**src/rtl/x_div_ctrl_pkg.sv**
```systemverilog
// Shared constants, state encoding and sign helper for the multi-cycle signed divider.
// Latency: n/a (declarations only).
// Backpressure: n/a.
package x_div_ctrl_pkg;

  localparam int DIV_W     = 32;
  localparam int DIV_ITERS = DIV_W;

  localparam logic [DIV_W-1:0] INT_MIN = 32'h8000_0000;

  typedef enum logic [1:0] {
    ST_IDLE = 2'd0,
    ST_RUN  = 2'd1,
    ST_FIX  = 2'd2,
    ST_DONE = 2'd3
  } div_state_e;

  // Two's-complement negate when n is set. Used for both the operand
  // magnitude (|INT_MIN| stays 0x80000000, read as unsigned) and the
  // final quotient sign fix.
  function automatic logic [DIV_W-1:0] neg_if(input logic [DIV_W-1:0] v,
                                               input logic             n);
    return n ? (~v + DIV_W'(1)) : v;
  endfunction

endpackage

```
**src/rtl/x_div_ctrl_if.sv**
```systemverilog
// Operand/result bundle between the processor multdiv unit and the divider.
// Latency: n/a (wires only).
// Backpressure: none; ctrl_DIV is a start pulse, data_resultRDY a one-cycle completion pulse.
//
// Signals: ctrl_DIV (start), data_operandA (dividend), data_operandB (divisor),
//          data_result (quotient), data_exception, data_resultRDY, busy.
interface x_div_ctrl_if
  import x_div_ctrl_pkg::*;
#(
  parameter int WIDTH = DIV_W
);

  logic             ctrl_DIV;
  logic [WIDTH-1:0] data_operandA;
  logic [WIDTH-1:0] data_operandB;
  logic [WIDTH-1:0] data_result;
  logic             data_exception;
  logic             data_resultRDY;
  logic             busy;

  modport master (
    output ctrl_DIV, data_operandA, data_operandB,
    input  data_result, data_exception, data_resultRDY, busy
  );

  modport slave (
    input  ctrl_DIV, data_operandA, data_operandB,
    output data_result, data_exception, data_resultRDY, busy
  );

endinterface

```
**src/rtl/x_div_step.sv**
```systemverilog
// One restoring division step: compare/subtract the divisor against the shifted partial's upper half.
// Latency: combinational.
// Backpressure: none.
//
// Ports: divisor      - unsigned divisor magnitude
//        partial_shl  - partial remainder/quotient register already shifted left by one
//        partial_nxt  - partial after the conditional subtract and quotient bit insert
module x_div_step #(
  parameter int WIDTH = 32
) (
  input  logic [WIDTH-1:0]   divisor,
  input  logic [2*WIDTH-1:0] partial_shl,
  output logic [2*WIDTH-1:0] partial_nxt
);

  logic [WIDTH:0] diff;

  // Compare is done one bit wider than the operands: the divisor magnitude
  // can be 0x80000000, so the upper half's top bit alone cannot be trusted
  // as a "negative result" flag.
  always_comb begin
    diff        = {1'b0, partial_shl[2*WIDTH-1:WIDTH]} - {1'b0, divisor};
    partial_nxt = partial_shl;
    if (!diff[WIDTH]) begin
      partial_nxt[2*WIDTH-1:WIDTH] = diff[WIDTH-1:0];
      partial_nxt[0]               = 1'b1;
    end
  end

endmodule

```
**src/rtl/x_div_ctrl.sv**
```systemverilog
// Signed 32-bit multi-cycle restoring divider controller (quotient truncated toward zero).
// Latency: fixed; ctrl_DIV sampled at edge E0 -> data_resultRDY high in the cycle after edge E0+34.
// Backpressure: none; a new ctrl_DIV at any time aborts and restarts, the aborted op never reports.
//
// Ports: clock, reset (sync, active-high)
//        bus.slave: ctrl_DIV, data_operandA/B in; data_result, data_exception,
//                   data_resultRDY, busy out.
module x_div_ctrl
  import x_div_ctrl_pkg::*;
#(
  parameter int WIDTH = DIV_W
) (
  input logic        clock,
  input logic        reset,
  x_div_ctrl_if.slave bus
);

  localparam int CW = $clog2(DIV_ITERS);

  div_state_e         state;
  div_state_e         state_nxt;
  logic [CW-1:0]      count;
  logic [2*WIDTH-1:0] partial;
  logic [2*WIDTH-1:0] partial_shl;
  logic [2*WIDTH-1:0] partial_step;
  logic [WIDTH-1:0]   divisor_reg;
  logic               sign_a;
  logic               sign_b;
  logic               divzero;
  logic               ovf;

  logic [WIDTH-1:0]   result_q;
  logic               exc_q;
  logic               rdy_q;
  logic               busy_q;

  logic               start;
  logic               last_step;

  assign start     = bus.ctrl_DIV;
  assign last_step = (count == CW'(DIV_ITERS - 1));

  assign partial_shl = partial << 1;

  x_div_step #(
    .WIDTH (WIDTH)
  ) u_step (
    .divisor     (divisor_reg),
    .partial_shl (partial_shl),
    .partial_nxt (partial_step)
  );

  // State register
  always_ff @(posedge clock) begin
    if (reset) begin
      state <= ST_IDLE;
    end else begin
      state <= state_nxt;
    end
  end

  // Next state: a start pulse restarts from any state.
  always_comb begin
    state_nxt = state;
    if (start) begin
      state_nxt = ST_RUN;
    end else begin
      case (state)
        ST_IDLE: state_nxt = ST_IDLE;
        ST_RUN:  if (last_step) state_nxt = ST_FIX;
        ST_FIX:  state_nxt = ST_DONE;
        ST_DONE: state_nxt = ST_IDLE;
        default: state_nxt = ST_IDLE;
      endcase
    end
  end

  // Datapath and output registers
  always_ff @(posedge clock) begin
    if (reset) begin
      count       <= '0;
      partial     <= '0;
      divisor_reg <= '0;
      sign_a      <= 1'b0;
      sign_b      <= 1'b0;
      divzero     <= 1'b0;
      ovf         <= 1'b0;
      result_q    <= '0;
      exc_q       <= 1'b0;
      rdy_q       <= 1'b0;
      busy_q      <= 1'b0;
    end else begin
      rdy_q <= 1'b0;
      if (start) begin
        sign_a      <= bus.data_operandA[WIDTH-1];
        sign_b      <= bus.data_operandB[WIDTH-1];
        divzero     <= (bus.data_operandB == '0);
        ovf         <= (bus.data_operandA == INT_MIN) && (bus.data_operandB == '1);
        partial     <= {{WIDTH{1'b0}}, neg_if(bus.data_operandA, bus.data_operandA[WIDTH-1])};
        divisor_reg <= neg_if(bus.data_operandB, bus.data_operandB[WIDTH-1]);
        count       <= '0;
        busy_q      <= 1'b1;
      end else begin
        case (state)
          ST_RUN: begin
            partial <= partial_step;
            count   <= count + CW'(1);
          end
          ST_FIX: begin
            // Exceptions are resolved here rather than at start so the
            // latency stays fixed regardless of operands.
            if (divzero) begin
              result_q <= '0;
              exc_q    <= 1'b1;
            end else if (ovf) begin
              result_q <= INT_MIN;
              exc_q    <= 1'b1;
            end else begin
              result_q <= neg_if(partial[WIDTH-1:0], sign_a ^ sign_b);
              exc_q    <= 1'b0;
            end
          end
          ST_DONE: begin
            rdy_q  <= 1'b1;
            busy_q <= 1'b0;
          end
          default: ;
        endcase
      end
    end
  end

  assign bus.data_result    = result_q;
  assign bus.data_exception = exc_q;
  assign bus.data_resultRDY = rdy_q;
  assign bus.busy           = busy_q;

endmodule
```
**src/flat_wrapper.sv**
```systemverilog
// flat-port wrapper written by rule: the top's interface ports become plain ports
module x_div_ctrl_flat import x_div_ctrl_pkg::*;
#(
  parameter int WIDTH = DIV_W
)
  (clock, reset, bus_ctrl_DIV, bus_data_operandA, bus_data_operandB, bus_data_result, bus_data_exception, bus_data_resultRDY, bus_busy);
  x_div_ctrl_if #(.WIDTH(WIDTH)) bus_i ();
  input logic clock;
  input logic reset;
  input wire logic [$bits(bus_i.ctrl_DIV)-1:0] bus_ctrl_DIV;
  input wire logic [$bits(bus_i.data_operandA)-1:0] bus_data_operandA;
  input wire logic [$bits(bus_i.data_operandB)-1:0] bus_data_operandB;
  output wire logic [$bits(bus_i.data_result)-1:0] bus_data_result;
  output wire logic [$bits(bus_i.data_exception)-1:0] bus_data_exception;
  output wire logic [$bits(bus_i.data_resultRDY)-1:0] bus_data_resultRDY;
  output wire logic [$bits(bus_i.busy)-1:0] bus_busy;
  assign bus_i.ctrl_DIV = bus_ctrl_DIV;
  assign bus_i.data_operandA = bus_data_operandA;
  assign bus_i.data_operandB = bus_data_operandB;
  assign bus_data_result = bus_i.data_result;
  assign bus_data_exception = bus_i.data_exception;
  assign bus_data_resultRDY = bus_i.data_resultRDY;
  assign bus_busy = bus_i.busy;
  x_div_ctrl #(.WIDTH(WIDTH)) u_core (.clock(clock), .reset(reset), .bus(bus_i));
endmodule
```
**config.mk**
```make
export PLATFORM = sky130hd
export DESIGN_NAME = x_div_ctrl_flat
export DESIGN_NICKNAME = d
export VERILOG_FILES = /design/src/rtl/x_div_ctrl_pkg.sv /design/src/rtl/x_div_ctrl_if.sv /design/src/rtl/x_div_step.sv /design/src/rtl/x_div_ctrl.sv /design/src/flat_wrapper.sv
export SDC_FILE = /design/constraint.sdc
export NUM_CORES = 1
export LEC_CHECK = 0
export ABC_AREA = 1
export CORE_MARGIN = 3
export CORE_UTILIZATION = 50
export DETAILED_ROUTE_END_ITERATION = 8
export PLACE_DENSITY_LB_ADDON = 0.12
export SYNTH_ARGS = -nofsm -noshare
export SYNTH_HDL_FRONTEND = slang
export SYNTH_SLANG_ARGS = --single-unit
export TNS_END_PERCENT = 20
```
**constraint.sdc**
```tcl
create_clock -name clock -period 4 [get_ports clock]
set_input_delay 0.8 -clock clock [delete_from_list [all_inputs] [get_ports clock]]
set_output_delay 0.8 -clock clock [all_outputs]
set_load 0.05 [all_outputs]
```
After elaboration in Yosys (flattened, before gate mapping)

Cells that the tools add are included.

RAM bits: 0
Bits of input ports: 67
Memories kept: 0
Register bits: 141
Bits in latches: 0
Bits in read-only memories: 0

Add/subtract/negate cells: 5
Mux-type cells: 17
Shift-type cells: 0
Eq/ne operators: 8
$lt $le $gt $ge: 0
Div/mod/pow operators: 0
Bitwise operators: 5
$mul: 0
Reductions and logical operators: 8

Operator list:

| operator                                       | number |
|---|---|
| 2-to-1 mux 32 bit                              | 7 |
| adder 32 x 1 -> 32 bit (second input constant) | 3 |
| inverter 32 bit                                | 3 |
| == test 32 bit (second input constant)         | 2 |
| subtractor 32 x 32 -> 33 bit                   | 1 |
| zero test 32 bit                               | 1 |
| 2-to-1 mux 31 bit                              | 1 |
| 2-to-1 mux 1 bit                               | 7 |
| case mux 2 bit (3 select lines)                | 1 |
| adder 5 x 1 -> 5 bit (second input constant)   | 1 |
| == test 5 bit (second input constant)          | 1 |
| == test 2 bit (second input constant)          | 2 |
| nonzero test 2 bit                             | 2 |
| OR reduction 2 bit                             | 2 |
| != test 3 x 2 -> 1 bit (second input constant) | 1 |
| == test 2 x 1 -> 1 bit (second input constant) | 1 |
| zero test 2 bit                                | 1 |
| 2-to-1 mux 2 bit                               | 1 |
| != test 2 x 1 -> 1 bit (second input constant) | 1 |
| AND reduction 2 bit                            | 1 |
| logical AND 1 bit                              | 1 |
| inverter 1 bit                                 | 1 |
| bitwise XOR 1 bit                              | 1 |

Logic depth before layout (Yosys ltp)

Depth after elaboration: 5
Gate-level depth with buffers: 15
Depth with buffers taken out: 14

Hierarchy

From an unflattened synthesis, not the netlist that was laid out.

Cells, all modules: 2013
Area total of the unflattened synthesis: 11476.0 um2

Modules (own cells, without submodules):

| module     | area an instance (um2) | instances | cells an instance | seq. area each (um2) |
|---|---|---|---|---|
| x_div_ctrl | 8231.6                 | 1         | 1334              | 2822.7 |
| x_div_step | 3244.4                 | 1         | 679               | 0.0 |

Worst setup path after synthesis

Ideal clock, no wire load.

Path type: input-to-reg
From: input bus_data_operandB[0]
To: register u_core.divisor_reg[24]
Arrival time: 2.024 ns
Path buffers: 0
Setup slack: 1.866 ns
Cell stages on the path: 11
Cells stage by stage: inv_1 > ha_1 > nand3_2 > nor2_2 > nand3_2 > nor2_1 > nand3_1 > o211ai_1 > nand3_1 > nand2_1 > inv_1

Cells in the longest elaborated chain, start to end: 3

RTL lines:

| item                   | RTL line             | text |
|---|---|---|
| from (decl)            | flat_wrapper.sv:12   | `input wire logic [$bits(bus_i.data_operandB)-1:0] bus_data_operandB;` |
| inverter 32 bit        | x_div_ctrl_pkg.sv:23 | `return n ? (~v + DIV_W'(1)) : v;` |
| adder 32 x 1 -> 32 bit | x_div_ctrl_pkg.sv:23 |  |
| 2-to-1 mux 32 bit      | x_div_ctrl_pkg.sv:23 |  |
| to (signal assigned)   | x_div_ctrl.sv:100    | `divisor_reg <= neg_if(bus.data_operandB, bus.data_operandB[WIDTH-1]);` |
| to (decl)              | x_div_ctrl.sv:26     | `logic [WIDTH-1:0] divisor_reg;` |

Every way passes these cells.
A chain may end at the register's enable or synchronous reset.

Worst setup path after layout

From: register u_core.partial[31]
To: register u_core.partial[50]

Cells in the longest elaborated chain, start to end: 2

RTL lines:

| item                         | RTL line          | text |
|---|---|---|
| from (decl)                  | x_div_ctrl.sv:23  | `logic [2*WIDTH-1:0] partial;` |
| from (signal assigned)       | x_div_ctrl.sv:99  | `partial <= {{WIDTH{1'b0}}, neg_if(bus.data_operandA, bus.data_operandA[WIDTH-1])};` |
| from (signal assigned)       | x_div_ctrl.sv:106 | `partial <= partial_step;` |
| subtractor 32 x 32 -> 33 bit | x_div_step.sv:22  | `diff = {1'b0, partial_shl[2*WIDTH-1:WIDTH]} - {1'b0, divisor};` |
| 2-to-1 mux 31 bit            | x_div_step.sv:24  | `if (!diff[WIDTH]) begin` |

Every way passes these cells.

==> flow_summary_export.csv <==
group,metric,value,unit
global_routing,overflow,0,
synthesis,synthesis.area,11100,µm²
global_routing,grt_pass1_vias,10400,
setup_path,required,4.30,ns
clock_tree,numCtsBuffers,17,
synthesis,yosysUniqueCellTypes,44,
finish,regArea,2820,µm²
die,die_area,24000,µm²
synthesis,synth_cells,1887,
synthesis,seq_area_frac_synth,0.254,
clock_tree,clockRootBuffer,"clkbuf_16",
setup_path,cp.arrival,3.02,ns
timing,max_slew_margin,0.511,
clock_tree,clk-insertion-delay-late,0.42,ns
status,outcome,"completed",
finish,largest_reg_flops,63,
synthesis,synthMuxAreaShare,0,
timing,finClkSkew,0.00719,ns
die,core.rowCount,53,
min_path,min_to,"u_core.bus.data_result[17]",
synthesis,synth_top_family_by_area,"simple AND/OR/NAND/NOR gates",
synthesis,synth-edff-count,0,
setup_path,cp_slowest_cell,"nand2_4",
clock_tree,cts_hold_buffers,0,
synthesis,synth_seq_cells,141,
finish,drive_above_1_share,0.0548,
setup_path,r2r_start,"u_core.partial[31]",
synthesis,syn_nets,1997,
drt,wire_per_inst,14.9,µm
die,die_w,155,µm
finish,fin_nets,2068,
setup_path,path_cells,"inv_1 -> ha_1 -> fa_1 -> o21ai_1 -> nand3_1 -> nand2_2 -> nand2_2 -> nand2_2 -> nand2_4 -> nand2_4 -> nand3_1 -> nand3_1 -> a21oi_1",
setup_path,reg2reg_to,"u_core.partial[50]",
timing,period_share,0.680,
placement,gp_congestion,0.941,
clock_tree,path_clk_slew,0.06,ns
min_path,hold_path.startpoint,"u_core.bus.data_result[17]",
finish,antenna_cells,0,
synthesis,synth_xor_area_frac,0.0213,
clock_tree,cts_resized,0,
synthesis,syn_area_per_cell,5.89,µm²
synthesis,synth.most_common_cell,"nand2_1",
min_path,hold_depth,2,
min_path,hp-class,"flop to flop",
setup_path,worst_setup_path_start_kind,"flop",
placement,placed_cells,2214,
placement,post-dp-hpwl,25900,µm
die,ios,102,
finish,utilization,0.603,
clock_tree,post_cts.repair.setup_buffers,0,
drt,dr.pass1.iters,6,
synthesis,synth_largest_area_cell,"dfxtp_1",
setup_path,crit_family,"simple AND/OR/NAND/NOR gates",
setup_path,criticalPathCategory,"flop to flop",
setup_path,cp-end-kind,"flop",
setup_path,cp_max_fo,32,
clock_tree,cts_tree,"built",
setup_path,cpPeakStageDelay,0.46,ns
pwr,power.density,320,nW/µm²
drt,drt-total-wl,33500,µm
timing,fmax,368,MHz
placement,numPortBuffers,101,
pwr,vdd_drop_max,255,µV
synthesis,ys_top_cells_by_count,"531 x nand2_1, 316 x inv_1, 175 x nand3_1, 162 x nor2_1, 141 x dfxtp_1",
timing,rsz0062_at_grt,"false",
global_routing,grt_pass1_wl,53800,µm
synthesis,synth_top_area_frac,0.254,
global_routing,antenna_found_initial,0,
setup_path,rrSetupSlack,1.28,ns
drt,ant_nets,0,
finish,final_cell_count_no_fill,2245,
timing,finalCriticalPeriod,2.72,ns
synthesis,ys.flop_type,"dfxtp_1",
die,coreArea,21400,µm²
drt,vias,12000,
timing,hold_violations,0,
drt,drcViolationCount,0,
clock_tree,clk_path_buf_depth,2,
setup_path,r2r_cells,13,
die,initial_core_util,0.519,
finish,syn_to_final_growth,16.3,%
clock_tree,htree_levels,4,
timing,tightest_slew,0.733,ns
synthesis,synth_compound_area_frac,0.141,
synthesis,synth-simple-area-share,0.395,
synthesis,async_flop_share,0,
drt,drt_iter0_markers,1222,
run,maxCapViolCount,0,
finish,multiInputGateArea,6750,µm²
synthesis,synth_area_leaders,"dfxtp_1 25%, nand2_1 18%, inv_1 11%",
timing,final_max_slew_viol_count,0,
synthesis,synth_fa_ha_area_frac,0.0491,
timing,setup_viol,0,
pwr,power,4140,µW
global_routing,grt.total_usage,0.275,
clock_tree,clock_sinks,141,
timing,final.setup.tns,0,ns
synthesis,synth_warnings,0,
pwr,p_leak,0.00618,µW
drt,viasPerCell,5.36,
finish,fillers,2126,
global_routing,grt_max_degree,42,
setup_path,critical_path_buf_inv_count,1,
die,die-height,155,µm
-- logic make-up after synthesis --
kind of cell | after synthesis
AO/OA/AOI/OAI | 281
XOR/XNOR | 27
flip-flops | 141
AND/OR/NAND/NOR | 999
buffers and inverters | 396
adder cells (fa/ha/maj) | 43
-- placed cells by master, fill, tap and decap left out, types with 4 or more instances in the layout --
cell and count:
inv_1 316, nor3_1 21, nand2_2 11, a31oi_1 19
nor4_1 5, a21boi_0 4, nor2_2 11, xor2_1 16
nand4_1 27, or2_2 6, nor2_1 162, buf_4 15
bufinv_16 5, ha_1 42, nand3_1 175, a21boi_1 4
nand3_2 12, clkdlybuf4s50_1 99, a21oi_1 133, nand3b_1 30
nand2_1 531, inv_2 8, o211ai_1 12, o22ai_1 23
dfxtp_1 141, xnor2_1 11, o221ai_1 5, o21ai_0 67
clkbuf_16 17, clkinv_1 8
-- how the worst max path moves through the flow --
stage,slack (ns),from,end,depth (start not counted)
CTS,1.31,u_core.partial[31],u_core.partial[50],13
floorplan,1.87,bus_data_operandB[0],u_core.divisor_reg[24],11
global route,1.08,u_core.divisor_reg[15],u_core.partial[58],13
global placement,1.23,bus_data_operandB[0],u_core.divisor_reg[26],14
finish,1.28,u_core.partial[31],u_core.partial[50],13
detailed placement,1.15,bus_data_operandB[1],u_core.divisor_reg[26],14
-- worst register-to-register path, stage by stage, from the launching register on --
cell and delay (ns):
dfxtp_1 0.34, inv_1 0.07, ha_1 0.21, fa_1 0.44, o21ai_1 0.17, nand3_1 0.10
nand2_2 0.10, nand2_2 0.06, nand2_2 0.08, nand2_4 0.24, nand2_4 0.47, nand3_1 0.16
nand3_1 0.10, a21oi_1 0.06
-- layout make-up --
| type | instances | area share |
|---|---|---|
| clock buffer | 18 | 0.0340 |
| clock inverter | 13 | 0.0166 |
| inverter | 332 | 0.0964 |
| multi-input combinational | 1350 | 0.522 |
| sequential | 141 | 0.218 |
| tap | 275 | 0.0266 |
| timing repair buffer | 116 | 0.0861 |
-- per-stage QoR --
stage                     setup slack (ns)  hold WS [ns]  area (µm²)
final                                 1.28         0.463       12900
after global routing                  1.08         0.479       12900
after global placement                1.23         0.452       12300
after CTS                             1.31         0.465       12900
after detailed placement              1.15         0.456       12300
after floorplan                       1.87         0.445       11100
-- power by group --
part           internal, µW  total, µW  leakage (µW)  switching (µW)
logic                   292        879       0.00472             588
clock network          1130       1760      0.000313             636
registers              1460       1500       0.00115            39.9
-- routing by layer --
layer,vias up,global-route usage,wire length (µm)
met4,0,0.0551,378
met1,5346,0.451,16900
met3,27,0.0512,3530
met5,-,0,0
li1,6156,-,-
met2,505,0.365,12700
Power figures use the tool's default switching activity.
